**config.mk**
```make
export PLATFORM = sky130hd
export DESIGN_NAME = audio_codec_emulator
export DESIGN_NICKNAME = d
export VERILOG_FILES = /design/src/rtl/audio_codec_emulator.sv
export SDC_FILE = /design/constraint.sdc
export NUM_CORES = 1
export LEC_CHECK = 0
export BUFFER_PORTS_ARGS = -buffer_cell sky130_fd_sc_hd__buf_2
export CORE_UTILIZATION = 50
export DETAILED_ROUTE_END_ITERATION = 10
export MAX_ROUTING_LAYER = met4
export PLACE_DENSITY = 0.72
export SLEW_MARGIN = 20
export SYNTH_ARGS = -nofsm -noshare
export SYNTH_HDL_FRONTEND = slang
export SYNTH_SLANG_ARGS = --single-unit
```
**constraint.sdc**
```tcl
create_clock -name clk_clk -period 5.7 [get_ports clk_clk]
set_input_delay 1.14 -clock clk_clk [delete_from_list [all_inputs] [get_ports clk_clk]]
set_output_delay 1.14 -clock clk_clk [all_outputs]
set_load 0.005 [all_outputs]
```
**src/rtl/audio_codec_emulator.sv**
```systemverilog
// rtl/audio_codec_emulator.sv - I2S master-mode codec model: drives BCLK/LRCK/ADCDAT, samples DACDAT
// One 64-bit frame = two 32-bit slots; each slot carries a DATA_W sample MSB first after a one-bit delay.
module audio_codec_emulator #(
  parameter int DATA_W   = 16,
  parameter int BCLK_DIV = 4
) (
  input  logic              clk_clk,
  input  logic              reset_reset_n,
  input  logic [DATA_W-1:0] tx_left,
  input  logic [DATA_W-1:0] tx_right,
  input  logic              tx_valid,
  output logic              tx_ready,
  output logic [DATA_W-1:0] rx_left,
  output logic [DATA_W-1:0] rx_right,
  output logic              rx_valid,
  output logic              audio_BCLK,
  output logic              audio_ADCLRCK,
  output logic              audio_DACLRCK,
  output logic              audio_ADCDAT,
  input  logic              audio_DACDAT,
  output logic              underrun
);
  localparam int DIV_W = (BCLK_DIV > 1) ? $clog2(BCLK_DIV) : 1;
  localparam logic [DIV_W-1:0] DIV_LAST = DIV_W'(BCLK_DIV - 1);

  logic [DIV_W-1:0]  div_cnt_q, div_cnt_d;
  logic              bclk_q, bclk_d;
  logic [5:0]        bit_cnt_q, bit_cnt_d;
  logic              lrck_q, lrck_d;
  logic              adcdat_q, adcdat_d;
  logic [DATA_W-1:0] buf_l_q, buf_l_d, buf_r_q, buf_r_d;
  logic              full_q, full_d;
  logic              tx_ready_q, tx_ready_d;
  logic [DATA_W-1:0] tx_l_q, tx_l_d, tx_r_q, tx_r_d;
  logic              underrun_q, underrun_d;
  logic [DATA_W-1:0] rx_sh_q, rx_sh_d, rx_lhold_q, rx_lhold_d;
  logic              rx_done_q, rx_done_d;
  logic [DATA_W-1:0] rx_left_q, rx_left_d, rx_right_q, rx_right_d;
  logic              rx_valid_q, rx_valid_d;

  logic              div_tc, fall_tog, rise_tog, frame_start, accept, in_rx, slot_end;
  logic [4:0]        k_nxt, k_cur;
  logic [DATA_W-1:0] adc_word;

  always_comb begin
    div_tc      = (div_cnt_q == DIV_LAST);
    fall_tog    = div_tc & bclk_q;
    rise_tog    = div_tc & ~bclk_q;
    frame_start = fall_tog && (bit_cnt_q == 6'd63);
    accept      = tx_valid & tx_ready_q;

    div_cnt_d = div_tc ? '0 : div_cnt_q + DIV_W'(1);
    bclk_d    = div_tc ? ~bclk_q : bclk_q;
    bit_cnt_d = fall_tog ? bit_cnt_q + 6'd1 : bit_cnt_q;
    lrck_d    = fall_tog ? bit_cnt_d[5] : lrck_q;
    k_nxt     = bit_cnt_d[4:0];
    k_cur     = bit_cnt_q[4:0];

    buf_l_d    = buf_l_q;
    buf_r_d    = buf_r_q;
    full_d     = full_q;
    tx_l_d     = tx_l_q;
    tx_r_d     = tx_r_q;
    underrun_d = 1'b0;
    if (frame_start) begin
      tx_l_d     = full_q ? buf_l_q : '0;
      tx_r_d     = full_q ? buf_r_q : '0;
      underrun_d = ~full_q;
      full_d     = 1'b0;
    end
    // A pair arriving on the frame-start cycle lands in the now-empty buffer for the next frame.
    if (accept) begin
      buf_l_d = tx_left;
      buf_r_d = tx_right;
      full_d  = 1'b1;
    end
    tx_ready_d = ~full_d;

    adc_word = '0;
    adcdat_d = adcdat_q;
    if (fall_tog) begin
      adcdat_d = 1'b0;
      if (k_nxt != 5'd0 && int'(k_nxt) <= DATA_W) begin
        adc_word = (bit_cnt_d[5] ? tx_r_q : tx_l_q) >> (5'(DATA_W) - k_nxt);
        adcdat_d = adc_word[0];
      end
    end

    in_rx      = rise_tog && (k_cur != 5'd0) && (int'(k_cur) <= DATA_W);
    slot_end   = in_rx && (int'(k_cur) == DATA_W);
    rx_sh_d    = in_rx ? ((rx_sh_q << 1) | DATA_W'(audio_DACDAT)) : rx_sh_q;
    rx_lhold_d = (slot_end && !bit_cnt_q[5]) ? rx_sh_d : rx_lhold_q;
    rx_done_d  = slot_end && bit_cnt_q[5];
    // The right word stays put in rx_sh_q until the next frame, so publish it one cycle later.
    rx_valid_d = rx_done_q;
    rx_left_d  = rx_done_q ? rx_lhold_q : rx_left_q;
    rx_right_d = rx_done_q ? rx_sh_q : rx_right_q;
  end

  always_ff @(posedge clk_clk or negedge reset_reset_n) begin
    if (!reset_reset_n) begin
      div_cnt_q  <= '0;
      bclk_q     <= 1'b0;
      bit_cnt_q  <= 6'd63;
      lrck_q     <= 1'b0;
      adcdat_q   <= 1'b0;
      buf_l_q    <= '0;
      buf_r_q    <= '0;
      full_q     <= 1'b0;
      tx_ready_q <= 1'b1;
      tx_l_q     <= '0;
      tx_r_q     <= '0;
      underrun_q <= 1'b0;
      rx_sh_q    <= '0;
      rx_lhold_q <= '0;
      rx_done_q  <= 1'b0;
      rx_left_q  <= '0;
      rx_right_q <= '0;
      rx_valid_q <= 1'b0;
    end else begin
      div_cnt_q  <= div_cnt_d;
      bclk_q     <= bclk_d;
      bit_cnt_q  <= bit_cnt_d;
      lrck_q     <= lrck_d;
      adcdat_q   <= adcdat_d;
      buf_l_q    <= buf_l_d;
      buf_r_q    <= buf_r_d;
      full_q     <= full_d;
      tx_ready_q <= tx_ready_d;
      tx_l_q     <= tx_l_d;
      tx_r_q     <= tx_r_d;
      underrun_q <= underrun_d;
      rx_sh_q    <= rx_sh_d;
      rx_lhold_q <= rx_lhold_d;
      rx_done_q  <= rx_done_d;
      rx_left_q  <= rx_left_d;
      rx_right_q <= rx_right_d;
      rx_valid_q <= rx_valid_d;
    end
  end

  assign tx_ready      = tx_ready_q;
  assign rx_left       = rx_left_q;
  assign rx_right      = rx_right_q;
  assign rx_valid      = rx_valid_q;
  assign audio_BCLK    = bclk_q;
  assign audio_ADCLRCK = lrck_q;
  assign audio_DACLRCK = lrck_q;
  assign audio_ADCDAT  = adcdat_q;
  assign underrun      = underrun_q;
endmodule

```
==> flow_summary.yaml <==
die:
  start_util: 0.511
  die_h_um: 110
  core.rowCount: 39
  die_area_um2: 12100
  die_x_um: 110
  io_pins: 75
  coreArea_um2: 11400
final_layout:
  diodes: 0
  fin_area_um2: 6930
  area_delta_synth_final_pct: 19.2
  mostFrequentLayoutCell: "dfrtp_1"
  drive_above_1_share: 0.427
  final_cell_mix: "137 x dfrtp_1, 96 x mux2_2, 73 x buf_2"
  final_nets: 544
power:
  p_seq_frac: 0.465
  p_leak_nw: 3.53
  p_comb_frac: 0.015
  switching_share: 0.193
  p_sw_mw: 0.427
  intPower_mw: 1.78
  power_frac_clock: 0.520
  power.density_nw_per_um2: 319
  finalPower_mw: 2.21
  peakVddDrop_mv: 0.240
yosys:
  ys_ff_latch: 144
  synth_nets: 468
  synth.largest_area_cell: "dfrtp_1"
  synth_cell_types: 32
  synthTopCellsByArea: "dfrtp_1 59%, mux2_2 19%, nand2_1 4.6%"
  yosysSeqAreaShare: 0.622
  netlist_instances: 428
  syn_area_um2: 5810
  synth.top_cell.area_share: 0.590
  ys_warn_count: 0
  synth_area_per_cell_um2: 13.6
clock_tree:
  cts_resized: 0
  cts_hold_buf: 0
  cts_tree: "yes"
  clk_pin_slew_worst_paths_ns: 0.05
  cts_buffers: 17
  post_cts_buffers: 0
  cts.path.max_buffers: 2
  h-tree-depth: 4
  clk_latency_ns: 0.41
  clock-sinks: 144
  cts_root_buffer: "clkbuf_16"
placed_design:
  io_buffers: 74
  hpwl_um: 6660
  gp_congestion: 0.821
  postPlaceCellArea_um2: 6300
detailed_routing:
  drc: 0
  drtAntennaViolNets: 0
  vias: 3513
  wl_um: 10300
  vias_per_cell: 5.32
  drtPass1Iterations: 4
  drt_iter0_markers: 254
  drt-wirelength-per-cell_um: 15.6
sta:
  worstMarginPinSlew_ns: 1.03
  grt_setup_unrepaired: "false"
  final-hold-violation-count: 0
  skew_ns: 0.00832
  fmax_mhz: 350
  slew_headroom: 0.312
  slew_violations: 0
  finalCritPeriodShare: 0.502
  period_needed_ns: 2.86
  totalNegativeSetupSlack_ns: 0
  setup_violations: 0
critical_path:
  reg2reg_depth: 10
  cp_max_fo: 10
  path_class: "flip-flop to flip-flop"
  r2r-end: "audio_ADCDAT"
  crit_end: "audio_ADCDAT"
  regToRegSetupSlack_ns: 2.84
  arrival_ns: 3.15
  crit_path_start: "div_cnt_q[0]"
  worstReg2RegStart: "div_cnt_q[0]"
  crit_path_end_kind: "flip-flop"
  cp.required_ns: 5.99
  startpoint_type: "flip-flop"
global_route:
  grt_usage: 0.197
  grt_first_pass_wirelength_um: 17000
  antenna_found_initial: 0
  first_global_vias: 3522
  grt_max_degree: 87
  grt_overflow: 0
hold_path:
  worstHoldStart: "div_cnt_q[0]"
  hold_path.class: "flip-flop to flip-flop"
flow_run:
  cap_violations: 0
run_status:
  status: "completed"
==> state kept, by name, indices dropped and copies added, names as in the netlist, 16 cells and up <==
name / cells
rx_sh_q: 16
buf_l_q: 16
tx_l_q: 16
rx_lhold_q: 16
rx_left: 16
rx_right: 16
buf_r_q: 16
tx_r_q: 16
==> per-stage QoR <==
stage,cells,utilization,hold slack [ns],setup slack (ns)
floorplan,428,-,0.352,3.11
global placement,628,0.554,0.413,3.04
detailed placement,628,0.554,0.421,2.93
CTS,660,0.609,0.428,2.84
global route,660,0.609,0.464,2.61
finish,660,0.609,0.428,2.84
==> Yosys cell counts <==
master,n
and2_4,1
a22oi_2,1
and4_1,2
nor2_1,7
xnor2_4,1
buf_1,6
xor2_1,5
mux4_2,3
buf_2,1
a22oi_1,1
inv_1,9
nand3_1,8
dfrtp_1,137
nor3b_1,1
xnor2_1,2
a31oi_1,2
clkbuf_1,13
buf_4,1
o21ai_0,34
mux4_1,5
o211ai_1,1
inv_2,1
mux2_2,96
ha_1,4
buf_12,1
xnor2_2,1
a221o_1,1
nand2_1,71
dfstp_2,7
nor2b_1,1
nand4_1,3
mux2i_1,1
==> kinds of logic after synthesis <==
| kind of cell | count (synthesis) | synth area share |
|---|---|---|
| flip-flops | 144 | 0.622 |
| multiplexers | 105 | 0.222 |
| AND/OR/NAND/NOR | 94 | 0.0674 |
| AO/OA/AOI/OAI | 40 | 0.0379 |
| buffers and inverters | 32 | 0.0243 |
| XOR/XNOR | 9 | 0.0181 |
| adder cells (fa/ha/maj) | 4 | 0.00861 |
==> worst max-delay path, stage by stage (launching register included) <==
cell and delay (ns):
dfrtp_1 0.38, ha_1 0.28, and2_4 0.23, xnor2_4 0.37, inv_1 0.12, ha_1 0.24, xor2_1 0.37, nor2_1 0.13
a22oi_1 0.22, a31oi_1 0.13, a221o_1 0.27
==> power groups by stage <==
stage	clock network [mW]	registers, mW	logic (mW)
after detailed placement	0	1.04	0.0354
final	1.15	1.03	0.0336
after global placement	0	1.04	0.0345
after global routing	1.22	1.03	0.0394
after CTS	1.17	1.03	0.0356
after floorplan	0	1.04	0.00251
==> layer usage <==
layer / part of all wire / routed length [µm] / global-route usage / up-vias
met2: 0.51 / 5220 / 0.315 / 69
li1: - / - / - / 1636
met3: 0.036 / 376 / 0.0528 / 17
met5: 0 / 0 / - / -
met1: 0.44 / 4540 / 0.236 / 1791
met4: 0.018 / 190 / 0.0838 / 0
==> how the worst min path moves through the flow <==
stage	end	slack, ns	cells past startpoint
detailed placement	div_cnt_q[0]	0.42	1
CTS	div_cnt_q[0]	0.43	1
global placement	div_cnt_q[0]	0.41	1
finish	div_cnt_q[0]	0.43	1
global route	div_cnt_q[0]	0.46	1
floorplan	rx_valid	0.35	0
==> area by class of cell <==
class | count | area (µm²)
Clock buffer | 23 | 498
Clock inverter | 9 | 129
Fill cell | 871 | 4440
Inverter | 10 | 37.5
Multi-Input combinational cell | 252 | 2060
Sequential cell | 144 | 3610
Tap cell | 143 | 179
Timing Repair Buffer | 79 | 414
(Power assumes the default switching activity.)
